==> config.mk <==
export PLATFORM = sky130hd
export DESIGN_NAME = alu_rr_scheduler_flat
export DESIGN_NICKNAME = d
export VERILOG_FILES = /design/src/rtl/alu_rr_if.sv /design/src/rtl/alu_rr_scheduler.sv /design/src/flat_wrapper.sv
export SDC_FILE = /design/constraint.sdc
export NUM_CORES = 1
export LEC_CHECK = 0
export CAP_MARGIN = 30
export CORE_ASPECT_RATIO = 1.4
export CORE_MARGIN = 2
export CORE_UTILIZATION = 47
export CTS_CLUSTER_DIAMETER = 40
export CTS_CLUSTER_SIZE = 14
export DETAILED_ROUTE_END_ITERATION = 6
export GPL_TIMING_DRIVEN = 0
export PLACE_DENSITY = 0.75
export REMOVE_ABC_BUFFERS = 1
export SLEW_MARGIN = 40
export SYNTH_ARGS = -nofsm -noshare
export SYNTH_HDL_FRONTEND = slang
export SYNTH_SLANG_ARGS = --single-unit
==> constraint.sdc <==
create_clock -name Clock -period 2.1 [get_ports Clock]
set_input_delay 0.21 -clock Clock [delete_from_list [all_inputs] [get_ports Clock]]
set_output_delay 0.21 -clock Clock [all_outputs]
set_load 0.005 [all_outputs]
==> src/rtl/alu_rr_if.sv <==
// Request/response bundle between two ALU requesters and the shared scheduler.
// master: requesters + response consumer; slave: alu_rr_scheduler.
interface alu_rr_if;
  logic [1:0] req_valid;
  logic [1:0] req_ready;
  logic [3:0] req0_A;
  logic [3:0] req0_B;
  logic [1:0] req0_Function;
  logic [3:0] req1_A;
  logic [3:0] req1_B;
  logic [1:0] req1_Function;
  logic       resp_valid;
  logic       resp_id;
  logic [7:0] resp_ALUout;
  logic       resp_ready;

  modport master (
    output req_valid,
    output req0_A, req0_B, req0_Function,
    output req1_A, req1_B, req1_Function,
    output resp_ready,
    input  req_ready,
    input  resp_valid, resp_id, resp_ALUout
  );

  modport slave (
    input  req_valid,
    input  req0_A, req0_B, req0_Function,
    input  req1_A, req1_B, req1_Function,
    input  resp_ready,
    output req_ready,
    output resp_valid, resp_id, resp_ALUout
  );
endinterface

==> src/rtl/alu_rr_scheduler.sv <==
// Shares one 4-bit ALU between two requesters (round-robin or fixed priority).
// Ports: Clock, Reset_b (async low), bus (alu_rr_if.slave), op_count.
module alu_rr_scheduler #(
  parameter int RR_EN = 1,
  parameter int CNT_W = 8
) (
  input  logic             Clock,
  input  logic             Reset_b,
  alu_rr_if.slave          bus,
  output logic [CNT_W-1:0] op_count
);

  typedef enum logic [1:0] {
    IDLE,
    EXEC,
    RESP
  } state_t;

  state_t     state;
  state_t     state_nx;
  logic       last_grant;
  logic       grant;
  logic       win;
  logic       hs;
  logic [3:0] a_q;
  logic [3:0] b_q;
  logic [1:0] fn_q;
  logic       id_q;
  logic [4:0] sum;
  logic [7:0] alu;

  assign hs = (state == RESP) && bus.resp_ready;

  always_ff @(posedge Clock or negedge Reset_b) begin
    if (!Reset_b) begin
      state <= IDLE;
    end else begin
      state <= state_nx;
    end
  end

  // Grant is suppressed while reset is held so req_ready reads 0.
  always_comb begin
    grant    = 1'b0;
    win      = 1'b0;
    state_nx = state;
    unique case (state)
      IDLE: begin
        if (Reset_b) begin
          unique case (bus.req_valid)
            2'b01: begin
              grant = 1'b1;
              win   = 1'b0;
            end
            2'b10: begin
              grant = 1'b1;
              win   = 1'b1;
            end
            2'b11: begin
              grant = 1'b1;
              win   = (RR_EN != 0) ? ~last_grant : 1'b0;
            end
            default: begin
              grant = 1'b0;
            end
          endcase
        end
        if (grant) state_nx = EXEC;
      end
      EXEC: state_nx = RESP;
      RESP: if (hs) state_nx = IDLE;
      default: state_nx = IDLE;
    endcase
  end

  always_comb begin
    bus.req_ready = 2'b00;
    if (grant) begin
      bus.req_ready = win ? 2'b10 : 2'b01;
    end
  end

  always_comb begin
    sum = {1'b0, a_q} + {1'b0, b_q};
    alu = 8'h00;
    unique case (fn_q)
      2'd0: alu = {3'b000, sum};
      2'd1: alu = {7'b0, |{a_q, b_q}};
      2'd2: alu = {7'b0, &{a_q, b_q}};
      2'd3: alu = {a_q, b_q};
      default: alu = 8'h00;
    endcase
  end

  always_ff @(posedge Clock or negedge Reset_b) begin
    if (!Reset_b) begin
      a_q             <= 4'h0;
      b_q             <= 4'h0;
      fn_q            <= 2'd0;
      id_q            <= 1'b0;
      last_grant      <= 1'b1;
      bus.resp_valid  <= 1'b0;
      bus.resp_id     <= 1'b0;
      bus.resp_ALUout <= 8'h00;
      op_count        <= '0;
    end else begin
      if (grant) begin
        a_q  <= win ? bus.req1_A : bus.req0_A;
        b_q  <= win ? bus.req1_B : bus.req0_B;
        fn_q <= win ? bus.req1_Function
                    : bus.req0_Function;
        id_q <= win;
      end
      if (state == EXEC) begin
        bus.resp_ALUout <= alu;
        bus.resp_id     <= id_q;
        bus.resp_valid  <= 1'b1;
      end
      if (hs) begin
        bus.resp_valid <= 1'b0;
        last_grant     <= bus.resp_id;
        op_count       <= op_count + CNT_W'(1);
      end
    end
  end

endmodule

==> src/flat_wrapper.sv <==
// flat-port wrapper written by rule: the top's interface ports become plain ports
module alu_rr_scheduler_flat 
#(
  parameter int RR_EN = 1,
  parameter int CNT_W = 8
)
  (Clock, Reset_b, op_count, bus_req_valid, bus_req0_A, bus_req0_B, bus_req0_Function, bus_req1_A, bus_req1_B, bus_req1_Function, bus_resp_ready, bus_req_ready, bus_resp_valid, bus_resp_id, bus_resp_ALUout);
  alu_rr_if bus_i ();
  input  logic Clock;
  input  logic Reset_b;
  output logic [CNT_W-1:0] op_count;
  input wire logic [$bits(bus_i.req_valid)-1:0] bus_req_valid;
  input wire logic [$bits(bus_i.req0_A)-1:0] bus_req0_A;
  input wire logic [$bits(bus_i.req0_B)-1:0] bus_req0_B;
  input wire logic [$bits(bus_i.req0_Function)-1:0] bus_req0_Function;
  input wire logic [$bits(bus_i.req1_A)-1:0] bus_req1_A;
  input wire logic [$bits(bus_i.req1_B)-1:0] bus_req1_B;
  input wire logic [$bits(bus_i.req1_Function)-1:0] bus_req1_Function;
  input wire logic [$bits(bus_i.resp_ready)-1:0] bus_resp_ready;
  output wire logic [$bits(bus_i.req_ready)-1:0] bus_req_ready;
  output wire logic [$bits(bus_i.resp_valid)-1:0] bus_resp_valid;
  output wire logic [$bits(bus_i.resp_id)-1:0] bus_resp_id;
  output wire logic [$bits(bus_i.resp_ALUout)-1:0] bus_resp_ALUout;
  assign bus_i.req_valid = bus_req_valid;
  assign bus_i.req0_A = bus_req0_A;
  assign bus_i.req0_B = bus_req0_B;
  assign bus_i.req0_Function = bus_req0_Function;
  assign bus_i.req1_A = bus_req1_A;
  assign bus_i.req1_B = bus_req1_B;
  assign bus_i.req1_Function = bus_req1_Function;
  assign bus_i.resp_ready = bus_resp_ready;
  assign bus_req_ready = bus_i.req_ready;
  assign bus_resp_valid = bus_i.resp_valid;
  assign bus_resp_id = bus_i.resp_id;
  assign bus_resp_ALUout = bus_i.resp_ALUout;
  alu_rr_scheduler #(.RR_EN(RR_EN), .CNT_W(CNT_W)) u_core (.Clock(Clock), .Reset_b(Reset_b), .bus(bus_i), .op_count(op_count));
endmodule
After elaboration in Yosys (flattened, before gate mapping)
Cells that the tools add are included.
Word-level totals
  register bits after elaboration: 32
  bits in latches: 0
  RAM bits: 0
  bits in read-only memories: 0
  memories kept: 0
Operators by class
  add/subtract/negate cells: 2
  $mul: 0
  div/mod/pow operators: 0
  magnitude comparators: 0
  equal/unequal tests: 10
  shifts and indexed selects: 0
  muxes and demuxes: 18
  bitwise operators: 1
  reduce and logical (&&, ||, !) cells: 8
Operators with widths (count)
  8-bit one-hot mux with 4 select lines: 1
  2-bit equality test (second input constant): 5
  2-bit 2-to-1 mux: 5
  8-bit by 1-bit adder with 8-bit output (second input constant): 1
  1-bit 2-to-1 mux: 8
  4-bit 2-to-1 mux: 2
  8-bit AND reduction: 1
  8-bit OR reduction: 1
  2-bit by 1-bit equality test with 1-bit output (second input constant): 3
  2-bit one-hot mux with 3 select lines: 1
  4-bit by 4-bit adder with 5-bit output: 1
  2-bit logical NOT: 2
  2-bit by 1-bit inequality test with 1-bit output (second input constant): 2
  3-bit OR reduction: 1
  1-bit one-hot mux with 2 select lines: 1
  2-bit AND reduction: 1
  2-bit nonzero test: 1
  1-bit logical AND: 1
  1-bit NOT: 1

Longest topological paths before layout
  word-level depth: 7
  depth in mapped cells: 6
  depth with buffers taken out: 6

Worst setup path before layout
No wires, ideal clock.
  kind: register -> register
  start: reg u_core.b_q[0]
  end: reg u_core.bus.resp_ALUout[4]
  data arrival time: 1.464 ns
  required time: 1.973 ns
  path slack: 0.509 ns
  stages on the path, launching flop included: 7
  path buffers: 0
  period minus slack after synthesis: 1.591 ns
  cell sequence: dfrtp_1 -> ha_1 -> fa_1 -> a21o_1 -> a21oi_1 -> o31a_1 -> o21ai_0
On the way
  longest elaborated chain between the ends: 2
Ends and longest elaborated chain
  start: declaration: RTL line alu_rr_scheduler.sv:26  | logic [3:0] b_q;
  start signal: assignment: RTL line alu_rr_scheduler.sv:109  | b_q <= win ? bus.req1_B : bus.req0_B;
  4-bit by 4-bit adder with 5-bit output: RTL line alu_rr_scheduler.sv:84  | sum = {1'b0, a_q} + {1'b0, b_q};
  8-bit one-hot mux with 4 select lines: RTL line alu_rr_scheduler.sv:86  | unique case (fn_q)
  end signal: assignment: RTL line alu_rr_scheduler.sv:115  | bus.resp_ALUout <= alu;
  end: declaration: RTL line alu_rr_if.sv:32  | output resp_valid, resp_id, resp_ALUout
Every way passes these cells.
A chain may end at the register's enable or synchronous reset.

Worst setup path in the final report
  start: reg u_core.state[0]
  end: out bus_req_ready[1]
On the way
  longest elaborated chain between the ends: 4
  elaborated cells on any way between the ends: 5
  classes of those cells: 4 x mux; 1 x reduce/logical
Ends and longest elaborated chain
  start: declaration: RTL line alu_rr_scheduler.sv:19  | state_t state;
  start signal: assignment: RTL line alu_rr_scheduler.sv:38  | state <= state_nx;
  2-bit logical NOT (*): RTL line alu_rr_scheduler.sv:47  | unique case (state)
  1-bit 2-to-1 mux: RTL line alu_rr_scheduler.sv:47
  2-bit 2-to-1 mux: RTL line alu_rr_scheduler.sv:79  | bus.req_ready = win ? 2'b10 : 2'b01;
  2-bit 2-to-1 mux (*): RTL line alu_rr_scheduler.sv:78  | if (grant) begin
  end: declaration: RTL line flat_wrapper.sv:20  | output wire logic [$bits(bus_i.req_ready)-1:0] bus_req_ready;
Every way passes the cells marked *; elsewhere a longest branch is shown, timed or not.

==> run_results.csv <==
group,metric,value,unit
layout,design.final.nets,238,
place,io_buffer_count,44,
die,die-width,53.1,um
setup_path,r2r.worst_path.cells,6,
power,p_seq_frac,0.424,
die,die_area,3860,um^2
drt,final_antenna_net_count,0,
drt,route.detailed.drc,0,
power,power,0.00271,W
power,power.share.switching,0.353,
setup_path,timing.critical_path.arrival,1730,ps
power,internal_power,0.00176,W
logic_synthesis,synthesis.instances,151,
run_status,outcome,"finished clean",
global_route,groute.usage.overall,0.216,
timing,final_period_minus_worst_setup_slack,1940,ps
setup_path,startpoint_type_of_the_worst_setup_path,"register",
die,io_pins,45,
layout,layout-drive-gt1-share,0.154,
place,dpl_cell_area,2060,um^2
setup_path,cp_max_fo,2,
power,leakage,1.04,nW
setup_path,reg2reg_to,"u_core.bus.resp_ALUout[4]$_DFFE_PN0P_",
clock_tree,htree_levels,2,
min_path,hold_path.class,"input pin to asynchronous set/reset pin",
clock_tree,ctsLongestPathBuffers,2,
setup_path,worst-setup-path-type,"register to primary output",
setup_path,critical_path.endpoint_type,"primary output",
place,globalplace.congestion,0.772,
timing,rsz0062_at_grt,"false",
logic_synthesis,synth_area,1590,um^2
clock_tree,tritoncts.num_buffers,5,
die,die_height,72.7,um
timing,timing.final.ws_setup,159,ps
timing,finalMaxSlewViolations,0,
clock_tree,clock-sinks,32,
layout,postLayoutCellArea,2240,um^2
die,rows,25,
logic_synthesis,avgSynthCellArea,10.5,um^2
drt,vias_per_cell,5.40,
logic_synthesis,postSynth.topFlopCell,"sky130_fd_sc_hd__dfrtp_1",
drt,drt-total-wl,3.63,mm
drt,detail_route.iter0.violations,24,
layout,areaGrowthSynthToFinish,41.1,%
power,peakVddDrop,784,uV
global_route,number_of_antenna_violations_at_the_first_check_in_global_routing,0,
logic_synthesis,synthesis.yosys.warnings,0,
drt,dr_total_vias,1340,
layout,num_antenna_cells,0,
global_route,grt_max_degree,21,
timing,slew-limit-headroom,0.637,
logic_synthesis,ys_ff_latch,32,
global_route,via_count_of_the_first_global_routing_pass,1335,
logic_synthesis,ys_types,35,
timing,timing.final.hold_violations,0,
layout,fill_cell_instance_count_of_the_final_layout,285,
clock_tree,clock_pin_slew_on_the_worst_setup_and_hold_paths,60,ps
timing,achievable-frequency,515,MHz
timing,worstMarginPinSlew,545,ps
global_route,grt_pass1_wl,6.00,mm
power,p_per_area,1210,nW/um^2
drt,routed_wl_per_cell,14.6,um
setup_path,reg2reg_from,"u_core.b_q[0]$_DFFE_PN0P_",
global_route,global_route_overflow,0,
timing,timing.final.crit_share,0.924,
timing,fin_worst_skew,6.17,ps
logic_synthesis,asyncSetResetFlopFracSynth,1.00,
die,core_region_area,3320,um^2
logic_synthesis,synth_edf_count,0,
layout,final_instance_count_without_filler_cells,248,
logic_synthesis,seq_area_frac_synth,0.506,
setup_path,reg2reg_slack,330,ps
clock_tree,cts_tree,"done",
power,switching_power,0.000957,W
power,power.combinational.fraction,0.411,
clock_tree,clk_latency,290,ps
layout,most-common-layout-cells,"sky130_fd_sc_hd__clkdlybuf4s50_1 (42), sky130_fd_sc_hd__dfrtp_1 (31), sky130_fd_sc_hd__nand2_1 (16)",
layout,layout_commonest_cell,"sky130_fd_sc_hd__clkdlybuf4s50_1",
place,place_worst_setup_slack,-454,ps
drt,detail_route.first_pass.iterations,4,
setup_path,worstPathRequired,1890,ps
clock_tree,clk_root_buffer_cell,"sky130_fd_sc_hd__clkbuf_8",
die,initial_core_util,0.478,
layout,final_core_utilization,0.675,
place,placed_cells_incl_taps,229,
timing,final-setup-viol-count,0,
place,dp.final_hpwl,2.54,mm
power,clock_share_of_power,0.165,
run,max_cap_violations,0,
## sequential cells by signal (all words and copies together), names as in the netlist
name                    flops
u_core.op_count             8
u_core.fn_q                 2
u_core.b_q                  4
u_core.bus.resp_valid       1
u_core.bus.resp_id          1
u_core.bus.resp_ALUout      8
u_core.state                2
u_core.a_q                  4
u_core.last_grant           1
u_core.id_q                 1
## per-stage QoR
stage	hold slack [ps]	TNS [ps]
floorplan	-85.6	0
global placement	450	-13790
detailed placement	118	-454
CTS	465	0
global route	129	0
finish	78.5	0
## cell type report
type	count	area [um^2]	area share
clock buffers	8	80.1	0.0358
inverters	13	48.8	0.0218
multi-input cells	99	704	0.315
flip-flops and latches	32	802	0.358
well taps	40	50.0	0.0224
repair buffers	56	553	0.247
## worst max-delay path, stage by stage, from the launching register on
cell                              delay [ps]
sky130_fd_sc_hd__dfrtp_1                 390
sky130_fd_sc_hd__nor3b_2                 220
sky130_fd_sc_hd__and3_4                  220
sky130_fd_sc_hd__buf_4                   130
sky130_fd_sc_hd__clkdlybuf4s50_1         490
## power by group through the flow
stage	clock network (W)	logic [W]	registers, W
final	0.000448	0.00111	0.00115
after global routing	0.000481	0.00124	0.00119
after CTS	0.000460	0.00113	0.00115
after detailed placement	0	0.00107	0.00116
after global placement	0	0.00100	0.00114
after floorplan	0	0.000625	0.00109
## worst max path at each step
stage	startpoint	end	slack, ps	cells past startpoint
detailed placement	Reset_b	bus_req_ready[0]	-450	7
floorplan	u_core.b_q[0]$_DFFE_PN0P_	u_core.bus.resp_ALUout[4]$_DFFE_PN0P_	490	6
global route	u_core.state[0]$_DFFE_PN0P_	bus_req_ready[1]	90	4
finish	u_core.state[0]$_DFFE_PN0P_	bus_req_ready[1]	160	4
CTS	u_core.state[1]$_DFFE_PN0P_	bus_req_ready[0]	2	6
global placement	Reset_b	bus_req_ready[0]	-1560	6
## cells in the mapped netlist (2+ instances only)
library cell	number	area share
sky130_fd_sc_hd__dfrtp_1	31	0.49
sky130_fd_sc_hd__clkbuf_1	2	0.0047
sky130_fd_sc_hd__nand4_1	4	0.016
sky130_fd_sc_hd__o211ai_1	2	0.0095
sky130_fd_sc_hd__a22o_1	3	0.017
sky130_fd_sc_hd__a22oi_1	11	0.052
sky130_fd_sc_hd__xnor2_1	7	0.039
sky130_fd_sc_hd__a21o_1	3	0.014
sky130_fd_sc_hd__nand2b_1	2	0.0079
sky130_fd_sc_hd__nor2_1	5	0.012
sky130_fd_sc_hd__nand3_1	5	0.016
sky130_fd_sc_hd__a21oi_1	2	0.0063
sky130_fd_sc_hd__xor2_1	2	0.011
sky130_fd_sc_hd__nand2_1	16	0.038
sky130_fd_sc_hd__inv_1	13	0.031
sky130_fd_sc_hd__buf_2	3	0.0095
sky130_fd_sc_hd__o21ai_2	10	0.055
sky130_fd_sc_hd__ha_1	5	0.039
sky130_fd_sc_hd__a31oi_1	2	0.0079
sky130_fd_sc_hd__o21ai_0	7	0.022
sky130_fd_sc_hd__mux2_2	2	0.014
## per-layer routing
| layer | vias to the layer above | global-route usage | share of wire | wire [um] |
|---|---|---|---|---|
| met4 | 0 | 0.0855 | 0.018 | 64 |
| met5 | - | 0 | 0 | 0 |
| met1 | 659 | 0.245 | 0.39 | 1400 |
| met3 | 7 | 0.0512 | 0.042 | 151 |
| li1 | 640 | - | - | - |
| met2 | 34 | 0.381 | 0.55 | 2010 |
## kinds of logic after synthesis
logic type	Yosys count	share of synthesized area
AOI/OAI and AO/OA	41	0.189
adders and majority gates	6	0.0521
muxes	2	0.0142
buffers and inverters	20	0.0568
xor gates and xnor gates	9	0.0497
and+or+nand+nor	41	0.132
DFF	32	0.506
## repair_timing
action                                  4_1_cts  5_1_grt
pin swaps                                     3        1
hold buffers                                  3        0
endpoints found under the setup margin        1        2
gates resized for setup                       4        1
setup buffers                                 8        1
hold endpoints to repair                     31        0
No activity file was read; power rests on OpenSTA's default activity.
